===== config.mk =====
export PLATFORM = sky130hd
export DESIGN_NAME = pong_game_ctrl
export DESIGN_NICKNAME = d
export VERILOG_FILES = /design/src/rtl/pong_pkg.sv /design/src/rtl/frame_tick_gen.sv /design/src/rtl/pong_game_ctrl.sv
export SDC_FILE = /design/constraint.sdc
export NUM_CORES = 1
export LEC_CHECK = 0
export BUFFER_PORTS_ARGS = -buffer_cell sky130_fd_sc_hd__buf_2
export CAP_MARGIN = 20
export CORE_MARGIN = 2
export CORE_UTILIZATION = 58
export CTS_BUF_LIST = sky130_fd_sc_hd__clkbuf_8 sky130_fd_sc_hd__clkbuf_16
export CTS_CLUSTER_DIAMETER = 60
export CTS_CLUSTER_SIZE = 25
export DETAILED_ROUTE_END_ITERATION = 6
export PLACE_DENSITY = 0.79
export SYNTH_ARGS = -nofsm -noshare
export SYNTH_HDL_FRONTEND = slang
export SYNTH_HIERARCHICAL = 1
export SYNTH_SLANG_ARGS = --single-unit

===== constraint.sdc =====
create_clock -name clk -period 2.3 [get_ports clk]
set_input_delay 0.46 -clock clk [delete_from_list [all_inputs] [get_ports clk]]
set_output_delay 0.46 -clock clk [all_outputs]
set_load 0.03 [all_outputs]

===== src/rtl/pong_pkg.sv =====
// Shared types and widths for the Pong playfield control logic.
package pong_pkg;

  localparam int unsigned SCORE_W = 4;
  localparam int unsigned SPEED_W = 2;

  typedef enum logic [2:0] {
    IDLE  = 3'd0,
    SERVE = 3'd1,
    PLAY  = 3'd2,
    POINT = 3'd3,
    OVER  = 3'd4
  } game_state_t;

  // Increment that holds once the limit is reached.
  function automatic logic [SCORE_W-1:0] sat_inc(input logic [SCORE_W-1:0] v,
                                                 input logic [SCORE_W-1:0] lim);
    return (v >= lim) ? v : v + SCORE_W'(1);
  endfunction

endpackage


===== src/rtl/frame_tick_gen.sv =====
// Free-running frame tick: one-cycle pulse every TICK_DIV clocks. tick_next_o is the
// value frame_tick takes on the next edge, for callers that register tick-aligned outputs.
module frame_tick_gen #(
  parameter int unsigned TICK_DIV = 500_000
) (
  input  logic clk_i,
  input  logic rst_ni,
  output logic tick_next_o,
  output logic tick_o
);

  localparam int unsigned CntW = (TICK_DIV > 1) ? $clog2(TICK_DIV) : 1;
  localparam logic [CntW-1:0] CntLast = CntW'(TICK_DIV - 1);

  logic [CntW-1:0] cnt_q, cnt_d;
  logic            tick_q;

  always_comb begin
    tick_next_o = (cnt_q == CntLast);
    cnt_d       = tick_next_o ? '0 : cnt_q + CntW'(1);
  end

  always_ff @(posedge clk_i or negedge rst_ni) begin
    if (!rst_ni) begin
      cnt_q  <= '0;
      tick_q <= 1'b0;
    end else begin
      cnt_q  <= cnt_d;
      tick_q <= tick_next_o;
    end
  end

  assign tick_o = tick_q;

endmodule


===== src/rtl/pong_game_ctrl.sv =====
// Pong sequencing controller: game FSM, scoring, serve direction and ball-speed escalation.
// Every output is a flop; pulses appear one cycle after the event that causes them.
module pong_game_ctrl
  import pong_pkg::*;
#(
  parameter int unsigned TICK_DIV       = 500_000,
  parameter int unsigned SERVE_TICKS    = 60,
  parameter int unsigned WIN_SCORE      = 7,
  parameter int unsigned HITS_PER_LEVEL = 4
) (
  input  logic               clk,
  input  logic               reset,
  input  logic               start,
  input  logic               paddle_collision,
  input  logic               wall_collision,
  input  logic               miss_p1,
  input  logic               miss_p2,
  output logic               frame_tick,
  output logic               move_en,
  output logic               ball_reset,
  output logic               serve_dir,
  output logic               ball_x_flip,
  output logic               ball_y_flip,
  output logic [SPEED_W-1:0] speed_level,
  output logic [SCORE_W-1:0] p1_score,
  output logic [SCORE_W-1:0] p2_score,
  output logic [2:0]         game_state,
  output logic               game_over
);

  localparam int unsigned SrvW = (SERVE_TICKS > 1) ? $clog2(SERVE_TICKS) : 1;
  localparam int unsigned HitW = (HITS_PER_LEVEL > 1) ? $clog2(HITS_PER_LEVEL) : 1;
  localparam logic [SrvW-1:0]    ServeLast = SrvW'(SERVE_TICKS - 1);
  localparam logic [HitW-1:0]    HitLast   = HitW'(HITS_PER_LEVEL - 1);
  localparam logic [SCORE_W-1:0] WinScore  = SCORE_W'(WIN_SCORE);

  logic tick_next;

  frame_tick_gen #(
    .TICK_DIV(TICK_DIV)
  ) u_tick (
    .clk_i      (clk),
    .rst_ni     (reset),
    .tick_next_o(tick_next),
    .tick_o     (frame_tick)
  );

  game_state_t        state_q, state_d;
  logic [SrvW-1:0]    serve_cnt_q, serve_cnt_d;
  logic [HitW-1:0]    hit_q, hit_d;
  logic [SPEED_W-1:0] speed_q, speed_d;
  logic [SCORE_W-1:0] p1_q, p1_d, p2_q, p2_d;
  logic               dir_q, dir_d;
  logic               start_q;
  logic               br_q, br_d;
  logic               xf_q, xf_d, yf_q, yf_d;
  logic               move_en_q, move_en_d;
  logic               over_q, over_d;
  logic               start_rise;

  always_comb begin
    state_d     = state_q;
    serve_cnt_d = serve_cnt_q;
    hit_d       = hit_q;
    speed_d     = speed_q;
    p1_d        = p1_q;
    p2_d        = p2_q;
    dir_d       = dir_q;
    br_d        = 1'b0;
    xf_d        = 1'b0;
    yf_d        = 1'b0;
    start_rise  = start & ~start_q;

    unique case (state_q)
      IDLE: begin
        if (start_rise) begin
          state_d = SERVE;
          br_d    = 1'b1;
          dir_d   = 1'b0;
        end
      end
      SERVE: begin
        if (frame_tick) begin
          if (serve_cnt_q == ServeLast) begin
            state_d     = PLAY;
            serve_cnt_d = '0;
          end else begin
            serve_cnt_d = serve_cnt_q + SrvW'(1);
          end
        end
      end
      PLAY: begin
        // A miss ends the rally, so any collision in the same cycle is dropped.
        if (miss_p1 || miss_p2) begin
          state_d = POINT;
          if (miss_p1 && !miss_p2) begin
            p2_d  = sat_inc(p2_q, WinScore);
            dir_d = 1'b0;
          end else if (miss_p2 && !miss_p1) begin
            p1_d  = sat_inc(p1_q, WinScore);
            dir_d = 1'b1;
          end
        end else begin
          yf_d = paddle_collision;
          xf_d = wall_collision;
          if (paddle_collision) begin
            if (hit_q == HitLast) begin
              hit_d = '0;
              if (speed_q != '1) speed_d = speed_q + SPEED_W'(1);
            end else begin
              hit_d = hit_q + HitW'(1);
            end
          end
        end
      end
      POINT: begin
        if (p1_q == WinScore || p2_q == WinScore) begin
          state_d = OVER;
        end else begin
          state_d = SERVE;
          br_d    = 1'b1;
        end
      end
      OVER: begin
        if (start_rise) begin
          state_d = SERVE;
          p1_d    = '0;
          p2_d    = '0;
          br_d    = 1'b1;
          dir_d   = 1'b0;
        end
      end
      default: state_d = IDLE;
    endcase

    // Every recentre starts a fresh rally at base speed.
    if (br_d) begin
      hit_d       = '0;
      speed_d     = '0;
      serve_cnt_d = '0;
    end

    move_en_d = tick_next && (state_d == PLAY);
    over_d    = (state_d == OVER);
  end

  always_ff @(posedge clk or negedge reset) begin
    if (!reset) begin
      state_q     <= IDLE;
      serve_cnt_q <= '0;
      hit_q       <= '0;
      speed_q     <= '0;
      p1_q        <= '0;
      p2_q        <= '0;
      dir_q       <= 1'b0;
      start_q     <= 1'b0;
      br_q        <= 1'b0;
      xf_q        <= 1'b0;
      yf_q        <= 1'b0;
      move_en_q   <= 1'b0;
      over_q      <= 1'b0;
    end else begin
      state_q     <= state_d;
      serve_cnt_q <= serve_cnt_d;
      hit_q       <= hit_d;
      speed_q     <= speed_d;
      p1_q        <= p1_d;
      p2_q        <= p2_d;
      dir_q       <= dir_d;
      start_q     <= start;
      br_q        <= br_d;
      xf_q        <= xf_d;
      yf_q        <= yf_d;
      move_en_q   <= move_en_d;
      over_q      <= over_d;
    end
  end

  assign move_en     = move_en_q;
  assign ball_reset  = br_q;
  assign serve_dir   = dir_q;
  assign ball_x_flip = xf_q;
  assign ball_y_flip = yf_q;
  assign speed_level = speed_q;
  assign p1_score    = p1_q;
  assign p2_score    = p2_q;
  assign game_state  = state_q;
  assign game_over   = over_q;

endmodule


==> metrics.yaml <==
run_status:
  status: "complete, no violations"
layout:
  drive_gt1_share_pct: 20.6
  nets: 269
  finish.utilization_pct: 66.5
  final_cell_area_um2: 2660
  num_antenna_cells: 0
  area_growth_syn_to_layout_pct: 11.0
timing:
  rsz0062_at_grt: "false"
  finalHoldViolations: 0
  period_share_pct: 77.7
  slew_headroom_pct: 70.3
  final_max_slew_viol_count: 0
  min_period_ns: 1.79
  setup_viol: 0
  hold_slack_ns: 0.0544
  fmax_ghz: 0.560
  skew_ns: 0.00717
  tns_ns: 0
  worst_pin_slew_ns: 0.445
power_and_ir_drop:
  fin_total_pwr_uw: 1450
  p_leak_uw: 0.00127
  p_seq_share_pct: 61.0
  power_frac_clock_pct: 32.2
  p_sw_uw: 354
  vdd_ir_drop_max_mv: 0.310
  combPwrFrac_pct: 6.8
  p_per_area_nw_per_um2: 546
  switching_share_pct: 24.4
  p_int_uw: 1100
clock_network:
  h-tree-depth: 2
  clk_latency_ns: 0.30
  clkTransAtPathRegs_ns: 0.08
  cts_setup_buffers: 0
  clock_path_buffers: 2
  cts.sinks: 48
  postCtsResizedCells: 0
  cts_inserted_buffers: 5
  clockRootBuffer: "clkbuf_8"
  cts_tree: "done"
  postCtsHoldBufs: 0
floorplanning:
  die_h_um: 68.3
  rows: 23
  coreArea_um2: 4000
  dieArea_um2: 4660
  start_util_pct: 59.9
  die_width_um: 68.3
  io_pins: 27
flow_run:
  max_cap_violations: 0
drt:
  drtAntennaViolNets: 0
  wl_per_cell_um: 14.4
  drt_first_iter_violations: 106
  dr.pass1.iters: 4
  vias_per_cell: 5.81
  vias: 1760
  drc_errors: 0
  drt_wl_total_mm: 4.37
logic_synthesis:
  synth_edf_count: 0
  synth_cell_types: 53
  synth_warnings: 6
  postSynthCellCount: 222
  async_flop_share_pct: 100
  yosysSeqAreaShare_pct: 50.1
  avgSynthCellArea_um2: 10.8
  synth.net_count: 238
  synth-main-ff-cell: "dfrtp_1"
  ys_ff_latch: 48
  synth_area_um2: 2400
placement:
  port_buffers: 26
  gp_congestion: 0.785
  hpwl_mm: 3.26
  place_area_um2: 2580
critical_path:
  critPathCaptureType: "flop"
  required_ns: 2.53
  cp_max_fo: 12
  crit_type: "flop to flop"
  crit_arrival_ns: 2.02
  cp-start-kind: "flop"
grt:
  first_global_vias: 1649
  grt.total_usage_pct: 20.5
  overflow: 0
  antenna_found_initial: 0
  grt_max_degree: 20
  grt_pass1_wl_mm: 7.12
min_path:
  min_path_type: "input pin to asynchronous set/reset pin"
-- critical path, cell delays in order (launching register included) --
cell     delay [ns]
dfrtp_1        0.62
and3b_1        0.24
a31o_1         0.36
a211o_1        0.35
nor3b_2        0.15
-- power groups by stage --
stage	combinational, µW	sequential (µW)	clock, µW
2_1_floorplan	60.3	899	0
3_3_place_gp	96.8	901	0
3_5_place_dp	100	902	0
4_1_cts	100	884	480
5_1_grt	111	888	507
6_report	98.2	885	468
-- metrics by stage --
stage | setup WS, ns | instances
finish | 0.514 | 303
global route | 0.378 | 303
CTS | 0.483 | 303
detailed placement | 0.396 | 296
global placement | 0.436 | 296
floorplan | 0.514 | 222
-- cell type report --
class | count | area, µm²
Fill cell | 311 | 1340
Sequential cell | 48 | 1200
Multi-Input combinational cell | 164 | 1140
Timing Repair Buffer | 30 | 160
Clock buffer | 5 | 68.8
Tap cell | 50 | 62.6
Inverter | 4 | 15.0
Clock inverter | 2 | 8.76
-- flip-flops by register name, indices dropped and copies added, names as in the netlist --
register	cells
u_tick/cnt_q	19
serve_cnt_q	6
p1_score	4
p2_score	4
game_state	3
hit_q	2
speed_level	2
ball_reset	1
ball_x_flip	1
ball_y_flip	1
game_over	1
move_en	1
serve_dir	1
start_q	1
u_tick/tick_o	1
-- cells in the final DEF, fill, tap and decap left out, types with 3 or more instances in the layout --
cell and instances:
a211o_1 3, a21oi_1 8, and3_1 7, and3b_1 3, buf_2 26, buf_4 4
clkbuf_8 5, dfrtp_1 48, ha_1 9, inv_1 5, mux2i_1 3, nand2_1 28
nand3_1 10, nand3b_1 5, nand4_1 7, nor2_1 12, nor3_1 3, nor3b_1 3
o21ai_0 9, o31ai_1 3, or3_1 3, xnor2_1 10, xor2_1 4
-- metal layers --
metal	share of wire [%]	global-route usage, %	vias up
met3	4.2	3.95	6
met5	0	0	-
met2	48	34.5	42
li1	-	-	863
met1	46	26.6	849
met4	1.1	6.75	0
-- final timing paths --
check	startpoint	end	slack, ns	depth (start not counted)
min	reset	hit_q[0]	0.05	1
min reg2reg	u_tick/cnt_q[0]	u_tick/cnt_q[0]	0.51	1
min in group clk	start	start_q	0.30	1
max reg2reg	game_state[2]	move_en	0.51	4
max	game_state[2]	move_en	0.51	4
max in group asynchronous	reset	u_tick/cnt_q[14]	1.67	2
-- Yosys cell counts (all sizes together) (3+ instances only) --
cell type | instances | area (µm²)
nor2 | 12 | 45.0
or3 | 4 | 26.3
inv | 4 | 15.0
o21ai | 9 | 45.0
xnor2 | 10 | 87.6
nor3 | 3 | 15.0
and3b | 3 | 26.3
xor2 | 4 | 35.0
nand4 | 8 | 65.1
nand2 | 29 | 111
nor3b | 5 | 47.5
a211o | 3 | 26.3
mux2i | 3 | 30.0
ha | 9 | 113
buf | 5 | 33.8
and3 | 9 | 62.6
o31ai | 3 | 22.5
dfrtp | 48 | 1200
nand3b | 5 | 37.5
a21oi | 9 | 48.8
nand3 | 10 | 50.1
nor4b | 3 | 47.5
-- logic make-up after synthesis --
logic type	count (synthesis)	synth area share (%)
xor gates and xnor gates	14	5.12
buffers and inverters	10	2.19
DFF	48	50.1
muxes	4	1.88
AOI/OAI and AO/OA	34	9.24
adders and majority gates	9	4.70
and+or+nand+nor	103	26.7
No activity file was read; power rests on OpenSTA's default activity.
